**config.mk**
```make
export PLATFORM = sky130hd
export DESIGN_NAME = data_mem_responder_flat
export DESIGN_NICKNAME = d
export VERILOG_FILES = /design/src/rtl/data_mem_responder_pkg.sv /design/src/rtl/data_mem_responder_if.sv /design/src/rtl/data_mem_responder_access_timer.sv /design/src/rtl/data_mem_responder.sv /design/src/flat_wrapper.sv
export SDC_FILE = /design/constraint.sdc
export NUM_CORES = 2
export LEC_CHECK = 0
export BUFFER_PORTS_ARGS = -buffer_cell sky130_fd_sc_hd__buf_2
export CAP_MARGIN = 20
export CORE_MARGIN = 2
export CORE_UTILIZATION = 54
export CTS_CLUSTER_SIZE = 14
export DETAILED_ROUTE_END_ITERATION = 8
export PLACE_DENSITY = 0.69
export RECOVER_POWER = 100
export SLEW_MARGIN = 15
export SYNTH_ARGS = -nofsm -noshare
export SYNTH_HDL_FRONTEND = slang
export SYNTH_SLANG_ARGS = --single-unit
export TNS_END_PERCENT = 10
```
**constraint.sdc**
```tcl
create_clock -name CLK -period 3.6 [get_ports CLK]
set_clock_uncertainty 0.2 [all_clocks]
set_input_delay 0.54 -clock CLK [delete_from_list [all_inputs] [get_ports CLK]]
set_output_delay 0.54 -clock CLK [all_outputs]
set_load 0.02 [all_outputs]
```
**src/rtl/data_mem_responder_pkg.sv**
```systemverilog
// -----------------------------------------------------------------------------
// data_mem_responder_pkg
//   Shared definitions for the data memory responder: FSM state encoding,
//   request opcode encoding, the default access latency and the width of the
//   latency down-counter.
// -----------------------------------------------------------------------------
package data_mem_responder_pkg;

  // Down-counter width; wide enough for any latency in 1..15.
  localparam int DM_CNT_W = 4;

  // Default number of ACCESS cycles per request.
  localparam int DM_LATENCY_DEFAULT = 5;

  typedef enum logic [1:0] {
    DM_IDLE   = 2'd0,
    DM_ACCESS = 2'd1,
    DM_DONE   = 2'd2
  } dm_state_e;

  typedef enum logic {
    DM_OP_RD = 1'b0,
    DM_OP_WR = 1'b1
  } dm_op_e;

endpackage : data_mem_responder_pkg

```
**src/rtl/data_mem_responder_if.sv**
```systemverilog
// -----------------------------------------------------------------------------
// data_mem_responder_if
//   CPU <-> data memory load/store bus.
//   READ_MEM / WRITE_MEM : request strobes, held by the CPU until BUSY drops
//   MEM_ADRESS           : byte address of the access
//   WRITE_DATA           : store data
//   MEM_OUT              : registered read data
//   BUSY                 : stall request back to the CPU
//   PROTO_ERR            : sticky "read and write requested together" flag
//   Modports: master = CPU side, slave = memory side.
// -----------------------------------------------------------------------------
interface data_mem_responder_if #(
  parameter int ADDR_W = 8,
  parameter int DATA_W = 8
);

  logic              READ_MEM;
  logic              WRITE_MEM;
  logic [ADDR_W-1:0] MEM_ADRESS;
  logic [DATA_W-1:0] WRITE_DATA;
  logic [DATA_W-1:0] MEM_OUT;
  logic              BUSY;
  logic              PROTO_ERR;

  modport master (
    output READ_MEM,
    output WRITE_MEM,
    output MEM_ADRESS,
    output WRITE_DATA,
    input  MEM_OUT,
    input  BUSY,
    input  PROTO_ERR
  );

  modport slave (
    input  READ_MEM,
    input  WRITE_MEM,
    input  MEM_ADRESS,
    input  WRITE_DATA,
    output MEM_OUT,
    output BUSY,
    output PROTO_ERR
  );

endinterface : data_mem_responder_if

```
**src/rtl/data_mem_responder_access_timer.sv**
```systemverilog
// -----------------------------------------------------------------------------
// data_mem_responder_access_timer
//   Loadable down-counter that times the slow-memory access window.
//   clk      : clock
//   rst_n    : asynchronous active-low reset (count cleared to 0)
//   load     : load load_val into the counter (has priority over en)
//   load_val : value to load
//   en       : decrement by one; the counter saturates at zero
//   zero     : counter currently equals zero
// -----------------------------------------------------------------------------
module data_mem_responder_access_timer
  import data_mem_responder_pkg::*;
(
  input  logic                clk,
  input  logic                rst_n,
  input  logic                load,
  input  logic [DM_CNT_W-1:0] load_val,
  input  logic                en,
  output logic                zero
);

  logic [DM_CNT_W-1:0] count_q;
  logic [DM_CNT_W-1:0] count_d;

  always_comb begin
    count_d = count_q;
    if (load) begin
      count_d = load_val;
    end else if (en && (count_q != '0)) begin
      count_d = count_q - 1'b1;
    end
  end

  always_ff @(posedge clk or negedge rst_n) begin
    if (!rst_n) begin
      count_q <= '0;
    end else begin
      count_q <= count_d;
    end
  end

  assign zero = (count_q == '0);

endmodule : data_mem_responder_access_timer

```
**src/rtl/data_mem_responder.sv**
```systemverilog
// -----------------------------------------------------------------------------
// data_mem_responder
//   Byte-addressed data memory serving CPU loads/stores with a fixed access
//   latency. A request accepted in IDLE spends LATENCY cycles in ACCESS, the
//   array is read or written on the last ACCESS edge, then one DONE cycle with
//   BUSY low lets the CPU commit before the FSM returns to IDLE.
//   CLK   : clock, all state changes on posedge
//   RESET : asynchronous active-low reset; clears FSM, outputs and every byte
//   bus   : slave side of the load/store bus (see data_mem_responder_if)
// -----------------------------------------------------------------------------
module data_mem_responder
  import data_mem_responder_pkg::*;
#(
  parameter int ADDR_W  = 8,
  parameter int DATA_W  = 8,
  parameter int LATENCY = DM_LATENCY_DEFAULT
) (
  input  logic                 CLK,
  input  logic                 RESET,
  data_mem_responder_if.slave  bus
);

  localparam int DEPTH = 2 ** ADDR_W;
  localparam logic [DM_CNT_W-1:0] LOAD_VAL = DM_CNT_W'(LATENCY - 1);

  dm_state_e         state_q,     state_d;
  logic [ADDR_W-1:0] addr_q,      addr_d;
  logic [DATA_W-1:0] data_q,      data_d;
  dm_op_e            op_q,        op_d;
  logic [DATA_W-1:0] mem_out_q,   mem_out_d;
  logic              proto_err_q, proto_err_d;

  // Storage is flop-based: reset must clear every byte asynchronously.
  logic [DATA_W-1:0] mem_q [DEPTH];

  logic mem_we;
  logic tmr_load;
  logic tmr_en;
  logic tmr_zero;
  logic req;

  assign req = bus.READ_MEM || bus.WRITE_MEM;

  data_mem_responder_access_timer u_timer (
    .clk      (CLK),
    .rst_n    (RESET),
    .load     (tmr_load),
    .load_val (LOAD_VAL),
    .en       (tmr_en),
    .zero     (tmr_zero)
  );

  always_comb begin
    state_d     = state_q;
    addr_d      = addr_q;
    data_d      = data_q;
    op_d        = op_q;
    mem_out_d   = mem_out_q;
    proto_err_d = proto_err_q;
    mem_we      = 1'b0;
    tmr_load    = 1'b0;
    tmr_en      = 1'b0;

    unique case (state_q)
      DM_IDLE: begin
        if (req) begin
          addr_d   = bus.MEM_ADRESS;
          data_d   = bus.WRITE_DATA;
          // A simultaneous read+write is served as a read; the write is dropped.
          op_d     = bus.READ_MEM ? DM_OP_RD : DM_OP_WR;
          if (bus.READ_MEM && bus.WRITE_MEM) begin
            proto_err_d = 1'b1;
          end
          tmr_load = 1'b1;
          state_d  = DM_ACCESS;
        end
      end

      DM_ACCESS: begin
        tmr_en = 1'b1;
        if (tmr_zero) begin
          if (op_q == DM_OP_RD) begin
            mem_out_d = mem_q[addr_q];
          end else begin
            mem_we = 1'b1;
          end
          state_d = DM_DONE;
        end
      end

      // Requests are deliberately ignored here so a request still held by the
      // CPU through its commit cycle is not accepted a second time.
      DM_DONE: begin
        state_d = DM_IDLE;
      end

      default: begin
        state_d = DM_IDLE;
      end
    endcase
  end

  always_ff @(posedge CLK or negedge RESET) begin
    if (!RESET) begin
      state_q     <= DM_IDLE;
      addr_q      <= '0;
      data_q      <= '0;
      op_q        <= DM_OP_RD;
      mem_out_q   <= '0;
      proto_err_q <= 1'b0;
    end else begin
      state_q     <= state_d;
      addr_q      <= addr_d;
      data_q      <= data_d;
      op_q        <= op_d;
      mem_out_q   <= mem_out_d;
      proto_err_q <= proto_err_d;
    end
  end

  always_ff @(posedge CLK or negedge RESET) begin
    if (!RESET) begin
      for (int i = 0; i < DEPTH; i++) begin
        mem_q[i] <= '0;
      end
    end else if (mem_we) begin
      mem_q[addr_q] <= data_q;
    end
  end

  // The stall is raised in the same cycle a request appears in IDLE. It is
  // gated by RESET so it falls immediately when reset is asserted, even if the
  // CPU is still holding a request line high.
  assign bus.BUSY = RESET &&
                    (((state_q == DM_IDLE) && req) || (state_q == DM_ACCESS));

  assign bus.MEM_OUT   = mem_out_q;
  assign bus.PROTO_ERR = proto_err_q;

endmodule : data_mem_responder
```
**src/flat_wrapper.sv**
```systemverilog
// flat-port wrapper written by rule: the top's interface ports become plain ports
module data_mem_responder_flat import data_mem_responder_pkg::*;
#(
  parameter int ADDR_W  = 8,
  parameter int DATA_W  = 8,
  parameter int LATENCY = DM_LATENCY_DEFAULT
)
  (CLK, RESET, bus_READ_MEM, bus_WRITE_MEM, bus_MEM_ADRESS, bus_WRITE_DATA, bus_MEM_OUT, bus_BUSY, bus_PROTO_ERR);
  data_mem_responder_if #(.ADDR_W(ADDR_W), .DATA_W(DATA_W)) bus_i ();
  input  logic CLK;
  input  logic RESET;
  input wire logic [$bits(bus_i.READ_MEM)-1:0] bus_READ_MEM;
  input wire logic [$bits(bus_i.WRITE_MEM)-1:0] bus_WRITE_MEM;
  input wire logic [$bits(bus_i.MEM_ADRESS)-1:0] bus_MEM_ADRESS;
  input wire logic [$bits(bus_i.WRITE_DATA)-1:0] bus_WRITE_DATA;
  output wire logic [$bits(bus_i.MEM_OUT)-1:0] bus_MEM_OUT;
  output wire logic [$bits(bus_i.BUSY)-1:0] bus_BUSY;
  output wire logic [$bits(bus_i.PROTO_ERR)-1:0] bus_PROTO_ERR;
  assign bus_i.READ_MEM = bus_READ_MEM;
  assign bus_i.WRITE_MEM = bus_WRITE_MEM;
  assign bus_i.MEM_ADRESS = bus_MEM_ADRESS;
  assign bus_i.WRITE_DATA = bus_WRITE_DATA;
  assign bus_MEM_OUT = bus_i.MEM_OUT;
  assign bus_BUSY = bus_i.BUSY;
  assign bus_PROTO_ERR = bus_i.PROTO_ERR;
  data_mem_responder #(.ADDR_W(ADDR_W), .DATA_W(DATA_W), .LATENCY(LATENCY)) u_core (.CLK(CLK), .RESET(RESET), .bus(bus_i));
endmodule
```
# Word level (Yosys, flattened, before mapping)
# Index checks and enable logic that the tools add are counted.
# Widths: inputs -> output; s select.
# word_totals
register_bits	2080
in_bits	20
out_inout_bits	10
elab_cells	304
# op_classes
add_sub_neg	1
n_lt_le_gt_ge	2
n_eq_ne	3
n_mux	18
n_bitwise	2
n_reduce_logical	15
# op_table
cell	count
$bwmux 2048	1
$bmux 8 s8	1
$demux 8 s8	1
$mux 8	3
$ge 9x9->1 const B	1
$lt 9x1->1 const B	1
$not 8->9	1
$mux 4	2
$mux 1	7
$reduce_and 3->1	2
$logic_and 1x1->1	5
$logic_not 4->1	1
$mux 2	2
$ne 2x1->1 const B	2
$pmux 2 s2	1
$reduce_and 2->1	2
$reduce_bool 4->1	1
$sub 4x1->4 const B	1
$eq 2x1->1 const B	1
$logic_not 2->1	1
$logic_or 1x1->1	2
$reduce_bool 2->1	1
$not 1->1	1

# Longest topological paths before layout
# depth
word_depth	6
mapped_depth	11
ltp_nobuf	9

# By module
# A second synthesis with hierarchy kept.
# unflattened
hier_cells	6149
area_unflattened_um2	94730.9
# modules_own_cells
mod	n_inst	cells_per_inst	area_per_inst_um2	seq_area_each_um2
data_mem_responder	1	6122	94478.1	51949.8
data_mem_responder_access_timer	1	27	252.7	100.1

# Worst setup path after synthesis
# Ideal clock, no wire load.
# synth_timing
kind	reg2reg
startpoint	reg u_core.u_timer.count_q[0]
endpoint	reg u_core.mem_q[1931] (netlist bit)
t_arrival_ps	2398
setup_slack_ps	877
stages_incl_launch_ff	11
path_buffers	1
synth_period_minus_slack_ps	2723
path_cell_list	dfrtp_1 > inv_1 > ha_1 > nor3b_1 > and2_2 > nand2_2 > nor3_2 > nand2_2 > buf_4 > nor2_4 > mux2_2
# synth_via
elab_chain_cells	3
# synth_rtl
item	line	source
from (decl)	data_mem_responder_access_timer.sv:22	logic [DM_CNT_W-1:0] count_q;
from (signal assigned)	data_mem_responder_access_timer.sv:38	count_q <= count_d;
$logic_not 4->1	data_mem_responder_access_timer.sv:42	assign zero = (count_q == '0);
$mux 1	data_mem_responder.sv:81	if (tmr_zero) begin
$mux 1	data_mem_responder.sv:64	unique case (state_q)
to (signal, indexed assignment)	data_mem_responder.sv:127	mem_q[addr_q] <= data_q;
to (decl)	data_mem_responder.sv:34	logic [DATA_W-1:0] mem_q [DEPTH];
# Every way passes these cells.
# A chain may end at the register's enable or synchronous reset.

# Worst setup path after layout
# layout_timing
startpoint	reg u_core.addr_q[5]
endpoint	reg u_core.mem_out_q[3], in the netlist u_core.bus.MEM_OUT[3]
# layout_via
elab_chain_cells	4
# layout_rtl
item	line	source
from (decl)	data_mem_responder.sv:27	logic [ADDR_W-1:0] addr_q, addr_d;
from (signal assigned)	data_mem_responder.sv:113	addr_q <= addr_d;
$not 8->9 (not written as such)	data_mem_responder.sv:83	mem_out_d = mem_q[addr_q];
$bmux 8 s8	data_mem_responder.sv:83	
$mux 8 (not written as such) (2 in a row)	data_mem_responder.sv:83	
to (signal assigned)	data_mem_responder.sv:116	mem_out_q <= mem_out_d;
to (decl)	data_mem_responder.sv:30	logic [DATA_W-1:0] mem_out_q, mem_out_d;
# Every way passes these cells. The select of a mux whose other input is x is not followed.

==> metrics.md <==
| Metric | Value |
|---|---|
| Sequential fraction of the synthesis area | `0.541` |
| Synth Warn # | `0` |
| Clk_lat worst skew | `0.86 ns` |
| Io pins | `30` |
| Worst path required time | `4.19 ns` |
| Psw | `24.5 mW` |
| Sequential share of power | `0.379` |
| Drt total wl | `252 mm` |
| Post-route DRC violation count | `0` |
| Most used DFF post-synth | `dfrtp_1` |
| WS Path Type | `register to register` |
| H-tree depth | `4` |
| Net count, final | `6205` |
| Post-synthesis cell type count | `70` |
| Most Frequent Cell on Critical Path | `buf_4` |
| Max IR drop VDD | `0.000651 V` |
| Number of synthesized flops with an enable pin | `0` |
| Synthesis-to-finish area growth | `11.0%` |
| Most frequent cell after synthesis | `mux2_2` |
| Setup TNS | `-0.0693 ns` |
| Clk network pwr share | `0.331` |
| Vias in the first global route | `57.3k` |
| CTS buffer count | `215` |
| Final GP Congestion | `0.866` |
| Via-to-Cell Ratio | `6.31` |
| Pwr per Cell Area | `644 mW/mm²` |
| WP data arrival | `4.26 ns` |
| Slew HR | `-0.529` |
| Worst Setup Slack, final | `-0.0693 ns` |
| First-pass GRT wire length | `385 mm` |
| Clock-pin slew on the worst setup and hold paths | `0.06 ns` |
| Syn avg cell area | `15.8 µm²` |
| DIE AREA | `0.181 mm²` |
| Int Pwr | `44.2 mW` |
| # setup viols final | `1` |
| Die X-Extent | `426 µm` |
| CP max stage delay | `0.80 ns` |
| RSZ-0062 raised after global routing | `true` |
| Hold slack | `0.0269 ns` |
| Remaining antenna violation count | `0` |
| Most frequent cells after synthesis | `mux2_2 (2093), dfrtp_1 (2080), mux4_2 (488)` |
| Pin count of the biggest net entering global routing | `170` |
| Max Cap Viol | `14` |
| Pre-Repair DR Iteration Count | `6` |
| Hold Crit Class | `input port to async pin` |
| Cells after Synth | `6075` |
| # rows | `154` |
| Maximum buffer depth of the clock tree | `3` |
| Worst-case reg-to-reg path depth | `8` |
| Total grt overflow | `0` |
| Routed vias | `55.0k` |
| Initial core utilization | `0.545` |
| Clock root cell | `clkbuf_16` |
| Lkg Pwr | `50.4 nW` |
| Critical-path top delay cell | `nor2_1` |
| Setup Slack @ Placement | `-0.480 ns` |
| Total track usage | `0.284` |
| Synth area leaders | `dfrtp_1 (54%), mux2_2 (25%), mux4_2 (11%)` |
| Worst setup EP type | `register` |
| Drt initial violations | `4446` |
| Outcome | `complete, but fails checks` |
| Clock sink count | `2080` |
| Internal reg-to-reg setup slack | `-0.07 ns` |
| Syn Nets | `6096` |
| Layout cells sized above 1 | `0.549` |
| Wirelength per Cell | `29.0 µm` |
| Fmax | `273 MHz` |
| Synth top area share | `0.541` |
| Synth Cell Area | `0.0961 mm²` |
| Final period util | `1.02` |
| Die Y-Extent | `426 µm` |
| Max Slew Vio Count | `907` |
| Worst path cell trace | `buf_4 -> nor2_1 -> buf_4 -> a21boi_1 -> nor4_1 -> buf_4 -> nor3_1 -> o32a_1` |
| CP max FO | `19` |
| Failing checks | `capacitance limit, slew limit, setup timing` |
| Number of port buffers | `29` |
| Fin. Hold Viols | `0` |
| Flops & latches, synth | `2080` |
| Initial antenna violation count | `3` |
| Least-Margin Pin Slew | `2.29 ns` |
| Worst setup SP type | `register` |
| Combinational share of power | `0.290` |
| CTS tree | `built` |
| Reg-to-Reg Start | `u_core.addr_q[5]` |
| Reg2reg end | `u_core.bus.MEM_OUT[3]` |
| Tmin final | `3.67 ns` |
| DP HPWL | `164 mm` |
| Switching share of power | `0.357` |
| Yosys top cell by area | `dfrtp_1` |
| Post-CTS Setup Inserts | `0` |
| Core area | `0.176 mm²` |
| Post-synthesis async set-or-reset flop share | `1.00` |
[layout by cell type, fill, tap and decap left out, types with 5 or more instances in the layout]
| master | count |
|---|---|
| nand2b_1 | 7 |
| nand2_2 | 13 |
| nand4_1 | 7 |
| mux2i_1 | 75 |
| a21oi_1 | 45 |
| clkbuf_2 | 34 |
| clkbuf_4 | 12 |
| inv_16 | 7 |
| a22o_1 | 5 |
| nor3_1 | 13 |
| buf_12 | 58 |
| o221ai_1 | 9 |
| o22ai_1 | 98 |
| nor2b_1 | 24 |
| mux4_2 | 488 |
| o2111ai_1 | 5 |
| nor2_2 | 174 |
| a211oi_1 | 33 |
| dlygate4sd3_1 | 20 |
| clkbuf_1 | 93 |
| a211oi_2 | 5 |
| a31oi_1 | 9 |
| clkinv_2 | 34 |
| buf_4 | 165 |
| nor2_4 | 50 |
| nor3b_1 | 8 |
| clkbuf_16 | 215 |
| dfrtp_4 | 11 |
| nand3_1 | 11 |
| dfrtp_1 | 2066 |
| nor2_1 | 83 |
| o21ai_0 | 10 |
| nand2_1 | 89 |
| mux2_1 | 46 |
| o211ai_1 | 6 |
| bufinv_16 | 15 |
| a22oi_1 | 52 |
| buf_2 | 25 |
| clkbuf_8 | 51 |
| mux2_2 | 2089 |
[metal layers]
metal / GRT usage / vias up / share of wire
met4: 0.102 / 0 / 0.038
li1: - / 22924 / -
met3: 0.0480 / 428 / 0.055
met2: 0.444 / 1448 / 0.48
met5: 0 / - / 0
met1: 0.404 / 30161 / 0.43
[worst max-delay path: cells and delay by family, from the launching register on]
family	cells	cell delay, ns
compound gates	2	0.63
flops	1	0.61
simple gates	3	1.45
buf+inv	3	0.69
[logic make-up (layout without fill, tap and decap cells)]
group / count (synthesis) / count (layout) / share of synthesized area
buf+inv: 463 / 750 / 0.0238
fa+ha+maj: 1 / 1 / 0.000130
other cells: 0 / 2 / 0
xor+xnor: 3 / 3 / 0.000273
mux: 2702 / 2702 / 0.373
compound gates: 316 / 316 / 0.0224
simple gates: 510 / 510 / 0.0387
flops: 2080 / 2080 / 0.541
[registers in the layout (all words and copies together) (netlist names)]
signal and count:
u_core.bus.PROTO_ERR 1, u_core.data_q 8, u_core.op_q 1, u_core.addr_q 8
u_core.u_timer.count_q 4, u_core.mem_q 2048, u_core.state_q 2, u_core.bus.MEM_OUT 8
[through the flow]
stage,instance area (µm²),utilization,power [mW],std cells
finish,107000,0.605,68.7,8704
global route,107000,0.605,71.1,8704
floorplan,96100,-,37.2,6075
CTS,108000,0.611,69.2,8702
detailed placement,100000,0.568,46.4,8287
global placement,100000,0.568,46.2,8287
[worst max-delay path by stage]
| stage | from | to | slack [ns] | depth (start not counted) |
|---|---|---|---|---|
| after floorplan | u_core.u_timer.count_q[0] | u_core.mem_q[1931] | 0.88 | 10 |
| after global placement | u_core.addr_q[0] | u_core.bus.MEM_OUT[6] | -0.52 | 10 |
| after detailed placement | u_core.addr_q[0] | u_core.bus.MEM_OUT[6] | -0.48 | 8 |
| after CTS | u_core.addr_q[4] | u_core.bus.MEM_OUT[3] | 0.01 | 8 |
| after global routing | u_core.addr_q[0] | u_core.bus.MEM_OUT[5] | -0.03 | 12 |
| final | u_core.addr_q[5] | u_core.bus.MEM_OUT[3] | -0.07 | 8 |
[power groups by stage]
stage,combinational (mW),sequential [mW],clock (mW)
floorplan,12.2,25.1,0
global placement,19.8,26.4,0
detailed placement,19.9,26.4,0
CTS,20.1,26.0,23.2
global route,20.7,26.2,24.2
finish,19.9,26.1,22.8
[final cells by class]
class | instances | area, µm²
antenna | 2 | 5.00
clock buffer | 328 | 6310
clock inverter | 67 | 948
fill | 13334 | 69800
inverter | 6 | 22.5
multi-input combinational | 3532 | 41200
sequential | 2080 | 52100
tap | 2340 | 2930
timing repair buffer | 349 | 3160
[timing repair]
action | in CTS | in global routing
pin swaps | 3 | 1
hold buffers | 20 | 0
setup endpoints to repair | 5 | 7
hold endpoints to repair | 323 | 0
gates resized for setup | 12 | 9
Note: power is estimated with default switching activity, not from simulation.
